==> config.mk <==
export PLATFORM = sky130hd
export DESIGN_NAME = decode_stage
export DESIGN_NICKNAME = d
export VERILOG_FILES = /design/src/rtl/decode_pkg.sv /design/src/rtl/decode_stage_regfile.sv /design/src/rtl/decode_stage.sv
export SDC_FILE = /design/constraint.sdc
export NUM_CORES = 2
export LEC_CHECK = 0
export ABC_AREA = 1
export CAP_MARGIN = 15
export CORE_ASPECT_RATIO = 1.2
export CORE_UTILIZATION = 30
export DETAILED_ROUTE_END_ITERATION = 16
export PLACE_DENSITY = 0.54
export SLEW_MARGIN = 0
export SYNTH_ARGS = -nofsm -noshare
export SYNTH_HDL_FRONTEND = slang
export SYNTH_SLANG_ARGS = --single-unit
==> constraint.sdc <==
create_clock -name clk -period 2.65 [get_ports clk]
set_input_delay 0.265 -clock clk [delete_from_list [all_inputs] [get_ports clk]]
set_output_delay 0.265 -clock clk [all_outputs]
set_load 0.1 [all_outputs]
==> src/rtl/decode_pkg.sv <==
// Shared decode definitions: ALU op codes, R-type
// field constants and the bundle held in decode.
package decode_pkg;

  localparam logic [3:0] ALU_ADD  = 4'd0;
  localparam logic [3:0] ALU_SUB  = 4'd1;
  localparam logic [3:0] ALU_SLL  = 4'd2;
  localparam logic [3:0] ALU_SLT  = 4'd3;
  localparam logic [3:0] ALU_SLTU = 4'd4;
  localparam logic [3:0] ALU_XOR  = 4'd5;
  localparam logic [3:0] ALU_SRL  = 4'd6;
  localparam logic [3:0] ALU_SRA  = 4'd7;
  localparam logic [3:0] ALU_OR   = 4'd8;
  localparam logic [3:0] ALU_AND  = 4'd9;
  localparam logic [3:0] ALU_NOP  = 4'd15;

  localparam logic [6:0] OPC_RTYPE = 7'b0110011;
  localparam logic [6:0] F7_BASE   = 7'h00;
  localparam logic [6:0] F7_ALT    = 7'h20;

  typedef struct packed {
    logic [3:0] alu_op;
    logic [4:0] rd;
    logic [4:0] rs1;
    logic [4:0] rs2;
    logic       illegal;
  } dec_t;

  function automatic dec_t decode(
    input logic [31:0] ins
  );
    dec_t       d;
    logic [6:0] f7;
    logic [2:0] f3;
    logic       base;
    logic       alt;
    logic       ok;
    f7   = ins[31:25];
    f3   = ins[14:12];
    base = (f7 == F7_BASE);
    alt  = (f7 == F7_ALT);
    ok   = 1'b0;
    d.alu_op = ALU_NOP;
    d.rs1    = ins[19:15];
    d.rs2    = ins[24:20];
    if (ins[6:0] == OPC_RTYPE) begin
      unique case (f3)
        3'd0: begin
          if (base) begin
            d.alu_op = ALU_ADD; ok = 1'b1;
          end else if (alt) begin
            d.alu_op = ALU_SUB; ok = 1'b1;
          end
        end
        3'd1: if (base) begin
          d.alu_op = ALU_SLL; ok = 1'b1;
        end
        3'd2: if (base) begin
          d.alu_op = ALU_SLT; ok = 1'b1;
        end
        3'd3: if (base) begin
          d.alu_op = ALU_SLTU; ok = 1'b1;
        end
        3'd4: if (base) begin
          d.alu_op = ALU_XOR; ok = 1'b1;
        end
        3'd5: begin
          if (base) begin
            d.alu_op = ALU_SRL; ok = 1'b1;
          end else if (alt) begin
            d.alu_op = ALU_SRA; ok = 1'b1;
          end
        end
        3'd6: if (base) begin
          d.alu_op = ALU_OR; ok = 1'b1;
        end
        3'd7: if (base) begin
          d.alu_op = ALU_AND; ok = 1'b1;
        end
      endcase
    end
    if (!ok) d.alu_op = ALU_NOP;
    d.illegal = !ok;
    d.rd      = ok ? ins[11:7] : 5'd0;
    return d;
  endfunction

endpackage

==> src/rtl/decode_stage_regfile.sv <==
// Integer register file: two async reads, one sync
// write, x0 reads as zero, whole file cleared on reset.
module regfile_2r1w #(
  parameter int XLEN  = 32,
  parameter int NREGS = 32
) (
  input  logic            clk,
  input  logic            reset,
  input  logic            we_i,
  input  logic [4:0]      waddr_i,
  input  logic [XLEN-1:0] wdata_i,
  input  logic [4:0]      raddr1_i,
  input  logic [4:0]      raddr2_i,
  output logic [XLEN-1:0] rdata1_o,
  output logic [XLEN-1:0] rdata2_o
);

  logic [XLEN-1:0] mem_q [NREGS];

  always_ff @(posedge clk) begin
    if (reset) begin
      for (int i = 0; i < NREGS; i++) begin
        mem_q[i] <= '0;
      end
    end else if (we_i && waddr_i != 5'd0) begin
      mem_q[waddr_i] <= wdata_i;
    end
  end

  assign rdata1_o = (raddr1_i == 5'd0) ? '0
                                       : mem_q[raddr1_i];
  assign rdata2_o = (raddr2_i == 5'd0) ? '0
                                       : mem_q[raddr2_i];

endmodule

==> src/rtl/decode_stage.sv <==
// RV32I R-type decode stage: operand read with
// write-back bypass and a one-entry output register.
module decode_stage
  import decode_pkg::*;
#(
  parameter int XLEN  = 32,
  parameter int NREGS = 32,
  parameter int CNT_W = 8
) (
  input  logic             clk,
  input  logic             reset,
  input  logic             in_valid,
  input  logic [XLEN-1:0]  instruction_code,
  output logic             in_ready,
  input  logic             wb_en,
  input  logic [4:0]       wb_rd,
  input  logic [XLEN-1:0]  wb_data,
  output logic             ex_valid,
  input  logic             ex_ready,
  output logic [3:0]       ex_alu_op,
  output logic [4:0]       ex_rd,
  output logic [XLEN-1:0]  ex_rs1_data,
  output logic [XLEN-1:0]  ex_rs2_data,
  output logic             ex_illegal,
  output logic [CNT_W-1:0] illegal_count
);

  localparam dec_t DEC_RST = '{
    alu_op: ALU_NOP, rd: 5'd0, rs1: 5'd0,
    rs2: 5'd0, illegal: 1'b0
  };

  dec_t            dec;
  dec_t            bun_q, bun_d;
  logic            valid_q, valid_d;
  logic [XLEN-1:0] a_q, a_d, b_q, b_d;
  logic [XLEN-1:0] rf_a, rf_b, fwd_a, fwd_b;
  logic [CNT_W-1:0] cnt_q, cnt_d;
  logic            wb_hit, accept;

  assign dec    = decode(instruction_code[31:0]);
  assign wb_hit = wb_en && (wb_rd != 5'd0);

  regfile_2r1w #(
    .XLEN (XLEN),
    .NREGS(NREGS)
  ) u_rf (
    .clk     (clk),
    .reset   (reset),
    .we_i    (wb_en),
    .waddr_i (wb_rd),
    .wdata_i (wb_data),
    .raddr1_i(dec.rs1),
    .raddr2_i(dec.rs2),
    .rdata1_o(rf_a),
    .rdata2_o(rf_b)
  );

  // Same-edge write-back wins over the stale file value
  assign fwd_a = (wb_hit && wb_rd == dec.rs1) ? wb_data
                                              : rf_a;
  assign fwd_b = (wb_hit && wb_rd == dec.rs2) ? wb_data
                                              : rf_b;

  assign in_ready = !valid_q || ex_ready;
  assign accept   = in_valid && in_ready;

  always_comb begin
    valid_d = valid_q;
    bun_d   = bun_q;
    a_d     = a_q;
    b_d     = b_q;
    cnt_d   = cnt_q;
    if (accept) begin
      valid_d = 1'b1;
      bun_d   = dec;
      a_d     = fwd_a;
      b_d     = fwd_b;
      if (dec.illegal && cnt_q != '1) begin
        cnt_d = cnt_q + CNT_W'(1);
      end
    end else if (valid_q && ex_ready) begin
      valid_d = 1'b0;
    end else if (valid_q) begin
      // Held bundle tracks write-backs to its sources
      if (wb_hit && wb_rd == bun_q.rs1) a_d = wb_data;
      if (wb_hit && wb_rd == bun_q.rs2) b_d = wb_data;
    end
  end

  always_ff @(posedge clk) begin
    if (reset) begin
      valid_q <= 1'b0;
      bun_q   <= DEC_RST;
      a_q     <= '0;
      b_q     <= '0;
      cnt_q   <= '0;
    end else begin
      valid_q <= valid_d;
      bun_q   <= bun_d;
      a_q     <= a_d;
      b_q     <= b_d;
      cnt_q   <= cnt_d;
    end
  end

  assign ex_valid      = valid_q;
  assign ex_alu_op     = bun_q.alu_op;
  assign ex_rd         = bun_q.rd;
  assign ex_rs1_data   = a_q;
  assign ex_rs2_data   = b_q;
  assign ex_illegal    = bun_q.illegal;
  assign illegal_count = cnt_q;

endmodule

Word level (Yosys, flattened, before mapping):

Memories as Yosys holds them, arrays and structs flattened.
Cells that the tools add are included.
Widths: inputs -> output; s select.

* flip-flop bits (word level): 93
* RAM bits: 1024
* output and inout bits: 84
* word-level logic and storage cells: 93
* memories kept: 1

* $add $sub $neg: 1
* equality and inequality tests: 15
* muxes and demuxes: 41
* reduce and logical (&&, ||, !) cells: 26

Memory list
* u_rf.mem_q: depth 32, width 32, read ports 2, clocked after Yosys merged registers in 0, wr ports 32, line decode_stage_regfile.sv:18 `logic [XLEN-1:0] mem_q [NREGS];`

Operators with widths (count)
* $mux 32: 13
* $mux 4: 10
* $pmux 4 s8: 1
* $reduce_or 32->1: 1
* $eq 5x5->1: 4
* $eq 7x6->1 const B: 2
* $eq 3x3->1 const B: 4
* $mux 1: 12
* $logic_not 5->1: 2
* $mux 5: 2
* $add 8x1->8 const B: 1
* $logic_and 1x1->1: 8
* $ne 8x8->1 const B: 1
* $reduce_bool 2->1: 4
* $logic_not 7->1: 1
* $eq 3x2->1 const B: 2
* $mux 3: 2
* $reduce_and 3->1: 2
* $reduce_or 6->1: 1
* $reduce_bool 5->1: 1
* $eq 3x1->1 const B: 1
* $logic_not 3->1: 1
* $logic_not 1->1: 2
* $ne 2x2->1 const B: 1
* 4 further kinds: 4

Longest topological paths before layout:

* depth after elaboration: 8
* gate-level depth with buffers: 13
* depth with buffers taken out: 11

By module:

Synthesis repeated with hierarchy kept, for this count alone.

* cells, all modules: 8164
* area, all modules: 62158.4 um2

By module, submodules not included
* regfile_2r1w: instances 1, cells each 7252, area each 56521.7 um2, seq. area each 30749.5 um2
* decode_stage: instances 1, cells each 912, area each 5636.7 um2, seq. area each 1861.8 um2

Worst setup path after synthesis:

Ideal clock, no wire load.

* path type: reg-to-reg
* start: reg valid_q (netlist: ex_valid)
* end: reg b_q[10] (netlist: ex_rs2_data[10])
* data arrival time: 2.852 ns
* data required time: 2.579 ns
* path slack: -0.273 ns
* cell stages (with the launch flop): 9
* period minus slack after synthesis: 2.923 ns
* cell sequence: dfxtp_1 > nand2_1 > nand2_1 > buf_2 > nand2_1 > inv_1 > buf_2 > a21oi_1 > a21oi_1

* longest elaborated chain between the ends: 5

Ends and longest elaborated chain
* start: declaration: line decode_stage.sv:35 `logic valid_q, valid_d;`
* start signal: assignment: line decode_stage.sv:99 `valid_q <= valid_d;`
* $logic_not 1->1 (*): line decode_stage.sv:65 `assign in_ready = !valid_q || ex_ready;`
* $logic_or 1x1->1 (*): line decode_stage.sv:65
* net in_ready: line decode_stage.sv:14 `output logic in_ready,`
* $logic_and 1x1->1 (*): line decode_stage.sv:66 `assign accept = in_valid && in_ready;`
* $ne 2x2->1 (no source line) or $reduce_bool 2->1 (tied branches)
* $reduce_and 3->1 (no source line)
* end signal: assignment: line decode_stage.sv:96 `b_q <= '0;`
* end signal: assignment: line decode_stage.sv:102 `b_q <= b_d;`
* end: declaration: line decode_stage.sv:36 `logic [XLEN-1:0] a_q, a_d, b_q, b_d;`

The timed path passes the listed nets; every way through them passes the cells marked *.
A chain may end at the register's enable or synchronous reset.

Worst setup path after layout:

* start: in instruction_code[15]
* end: reg a_q[17] (netlist: ex_rs1_data[17])

* longest elaborated chain between the ends: 4

Ends and longest elaborated chain
* start: declaration: line decode_stage.sv:13 `input logic [XLEN-1:0] instruction_code,`
* $mem_v2 32x32, or another cell as far along
* $mux 32 or $logic_and 1x1->1 (tied branches): line decode_stage_regfile.sv:30, decode_stage.sv:60
* $mux 32 (*): line decode_stage.sv:60 `assign fwd_a = (wb_hit && wb_rd == dec.rs1) ? wb_data`
* $mux 32 (*): line decode_stage.sv:74 `if (accept) begin`
* end signal: assignment: line decode_stage.sv:95 `a_q <= '0;`
* end signal: assignment: line decode_stage.sv:101 `a_q <= a_d;`
* end: declaration: line decode_stage.sv:36

Every way passes the cells marked *; elsewhere a longest branch is shown, timed or not.

==> results.md <==
STA:
- The least setup slack across all paths after layout is 438 ps.
- Setup repair after global routing left no endpoint under its margin.
- The post-route clock skew is 28.7 ps.
- The number of pins exceeding their max-slew limit in the final report is 0.
- The final setup violation count is 0.
- The final period utilization is 0.835.
- The total count of hold-check failures in the final report is 0.
- Based on the critical path, the design can be clocked at up to 452 MHz.
- The actual transition at the worst max-transition pin is 853 ps.
- The minimum period implied by the final worst setup slack is 2210 ps.
- In the final timing run, aggregate negative setup slack is 0 ps.
- Headroom to the max-slew limit came out at 0.432.

Clock tree:
- After clock tree synthesis, the clock-pin slew on the worst setup and hold paths is 70 ps.
- The clock tree from TritonCTS is done.
- The maximum root-to-sink buffer count is 3.
- Buffers inserted during clock tree synthesis total 113.
- The H-tree depth reported by CTS is 3.
- Clock latency on the worst-skew pair, taken at its later pin, is 760 ps.
- The post-CTS resize count is 0.
- The total clock sinks is 1117.
- The cell chosen for the clock root is sky130_fd_sc_hd__clkbuf_16.
- Once the clock tree was built, the setup fixing pass inserted 0 buffers.

Synthesis:
- Summing every instance area after synthesis gives 62000 um^2.
- During synthesis, Yosys emitted a total of 0 warnings.
- The post-synthesis register bit count is 1117.
- In this run, distinct cell masters in the synthesized netlist total 44.
- The sequential element share of the synthesized area is 0.526.
- Dividing the synthesized area by the synthesized cell count gives 8.08 um^2.
- The post-synthesis cell count is 7670.

Placed design:
- Buffers placed on the I/O ports in this run total 157.
- The setup slack after placement is 121 ps.
- The wire-length estimate of the detail-placed layout is 168000 um.
- The final weighted congestion in routability-driven placement is 0.912.

Critical path:
- In this design, the stage delay of the slowest critical-path cell is 570 ps.
- The startpoint kind of the worst setup timing path is an input port.
- Among cell families on the critical path, the largest total delay comes from buffers and inverters.
- Together, buffers and inverters on the worst path number 4.
- The arrival time of data at the critical path endpoint is 2910 ps.
- Among all stages on the critical path, the largest delay is contributed by sky130_fd_sc_hd__dlygate4sd3_1.
- The signal on the critical path passes through dlygate4sd3_1 > buf_8 > buf_12 > buf_4 > nor2_1 > nor2_1 > nand2_1 > nand3_1 > nand3_1 > nand2_1 > nand3_2 > a21oi_2.
- The critical path in this run is classified as in -> reg.
- The required time at the endpoint of the critical path is 3340 ps.
- The category of the worst setup path capture point is a flip-flop.
- In this run the worst path has a maximum fanout of 67.

Global route:
- The global route total overflow is 0.
- The first global-routing pass estimated 373000 um of wire.
- The number of global-route vias before repair is 53900.
- The number of antenna violations at the first check in global routing was 3.
- The pin count of the biggest net entering global routing is 82.
- Across every metal layer, demand over resource in global routing totals 0.245.

Detailed routing:
- The number of antenna-violating nets in the routed design is 0.
- The violation count after the first detailed-routing iteration is 6403.
- After detailed routing, the number of remaining DRC violations is 0.
- The number of optimization iterations in the first detailed-route pass is 7.
- The final wirelength is 263000 um.
- The routed wirelength normalized by instance count is 24.9 um.
- Detailed routing inserted a total of 56100 vias.
- The mean number of vias per cell is 5.32.

Finish:
- The layout cell share with drive strength beyond 1 is 0.104.
- Relative to the synthesized area, the layout overhead comes to 16.2%.
- At the end of the flow, the number of nets in the layout was 7755.

Pwr:
- In this run the power density over the cells is 621 nW/um^2.
- The cell leakage power is 29.3 nW.
- The peak ir drop on the vdd network is 0.566 mV.

Floorplan:
- The die span in x is 417 um.
- The die is 500 um tall.
- The number of placement rows is 182.
- The die covers 208000 um^2.
- The floorplan step defined a core boundary enclosing 205000 um^2.
- The I/O pin count is 158.
- The initial utilization of the core area, before any placement, comes to 0.302.

Status:
- The flow ran to the end, and the final reports show no timing, DRC or antenna violations.

Flow run:
- The count of maximum capacitance violations is 0.

Min path:
- In this run the worst hold path is classified as in -> reg.
[area by class of cell]
type / instances / area [um^2]
flip-flops and latches: 1117 / 32600
multi-input cells: 5481 / 24500
inverters: 444 / 1710
clock buffers: 148 / 3050
well taps: 2760 / 3450
diodes: 5 / 12.5
clock inverters: 64 / 681
repair buffers: 523 / 6040
fillers: 21000 / 133000
[per-layer routing]
metal  wire length [um]  vias to the layer above  global-route usage
met2             124000                     2989               0.411
met3              20100                      803              0.0329
met4              25100                        4               0.210
met1              93400                    27100               0.276
met5                 29                        -                   0
li1                   -                    25200                   -
[logic make-up after synthesis]
logic type               count (synthesis)  synth area share
AO/OA/AOI/OAI                         1003            0.0937
AND/OR/NAND/NOR                       4428             0.295
buffers and inverters                 1103            0.0827
flip-flops                            1117             0.526
other                                    1         0.0000605
XOR/XNOR                                17           0.00240
adder cells (fa/ha/maj)                  1          0.000202
[layout by cell type, fill, tap and decap left out, types with 93 or more instances in the layout]
cell / synthesis / routed
sky130_fd_sc_hd__o211ai_1: 266 / 266
sky130_fd_sc_hd__clkbuf_16: 0 / 113
sky130_fd_sc_hd__buf_4: 61 / 296
sky130_fd_sc_hd__nand3_1: 754 / 754
sky130_fd_sc_hd__buf_12: 0 / 154
sky130_fd_sc_hd__edfxtp_1: 1024 / 1024
sky130_fd_sc_hd__nand2_1: 2023 / 1985
sky130_fd_sc_hd__a21oi_1: 374 / 374
sky130_fd_sc_hd__o21ai_0: 316 / 316
sky130_fd_sc_hd__dfxtp_1: 93 / 93
sky130_fd_sc_hd__nor2_1: 1534 / 1534
sky130_fd_sc_hd__inv_1: 430 / 427
[repair_timing]
action,CTS,global route
endpoints found under the hold margin,3,0
hold buffers,3,0
setup endpoints to repair,0,0
[metrics by stage]
step / utilization / hold WS [ps] / area [um^2] / total power [mW] / std cells
2_1_floorplan: - / 428 / 62100 / 25.2 / 7701
3_3_place_gp: 0.333 / 457 / 68200 / 28.2 / 10300
3_5_place_dp: 0.333 / 462 / 68200 / 28.3 / 10300
4_1_cts: 0.351 / 53.4 / 72000 / 44.7 / 10500
5_1_grt: 0.351 / 99.4 / 72000 / 46.0 / 10500
6_report: 0.351 / 97.3 / 72000 / 44.7 / 10500
[synth_stat cells (all sizes together)]
| master | instances | area (um^2) |
|---|---|---|
| or2 | 21 | 134 |
| edfxtp | 1024 | 30700 |
| nor4 | 1 | 6.26 |
| o32ai | 1 | 8.76 |
| o2bb2ai | 1 | 8.76 |
| nor3 | 15 | 164 |
| a21oi | 404 | 2130 |
| clkbuf | 213 | 803 |
| inv | 443 | 1680 |
| o21ai | 330 | 1650 |
| nand2 | 2051 | 7900 |
| clkinv | 1 | 3.75 |
| buf | 446 | 2640 |
| ha | 1 | 12.5 |
| dfxtp | 93 | 1860 |
| nor3b | 1 | 7.51 |
| xnor2 | 8 | 70.1 |
| xor2 | 9 | 78.8 |
| nand3 | 790 | 4130 |
| o211ai | 266 | 2000 |
| nand4 | 5 | 31.3 |
| a211oi | 1 | 7.51 |
| conb | 1 | 3.75 |
| nor2 | 1544 | 5880 |
[power by group]
group          leakage [nW]  switching [mW]  total [mW]  internal [mW]
logic                  17.0            5.23        7.24           2.00
clock network          1.82            7.38        16.7           9.28
registers              10.5           0.600        20.8           20.2
total                  29.3            13.2        44.7           31.5
[worst paths after layout]
check | from | to | slack [ps] | cells after the start
worst max-delay path | instruction_code[15] | ex_rs1_data[17] | 440 | 12
worst min-delay path | instruction_code[11] | ex_rd[4] | 100 | 3
worst max register to register | ex_valid | ex_rs2_data[16] | 660 | 8
worst min register to register | ex_rd[4] | ex_rd[4] | 470 | 2
[sequential cells by signal (all words and copies together), names as in the netlist]
| register | flops |
|---|---|
| ex_alu_op | 4 |
| illegal_count | 8 |
| ex_illegal | 1 |
| ex_rd | 5 |
| ex_valid | 1 |
| bun_q | 10 |
| ex_rs2_data | 32 |
| u_rf.mem_q | 1024 |
| ex_rs1_data | 32 |
[worst min-delay path: stages]
cell and delay (ps):
sky130_fd_sc_hd__clkdlybuf4s50_1 400, sky130_fd_sc_hd__nand3_1 80, sky130_fd_sc_hd__a21oi_1 60
No activity file was read; power rests on OpenSTA's default activity.
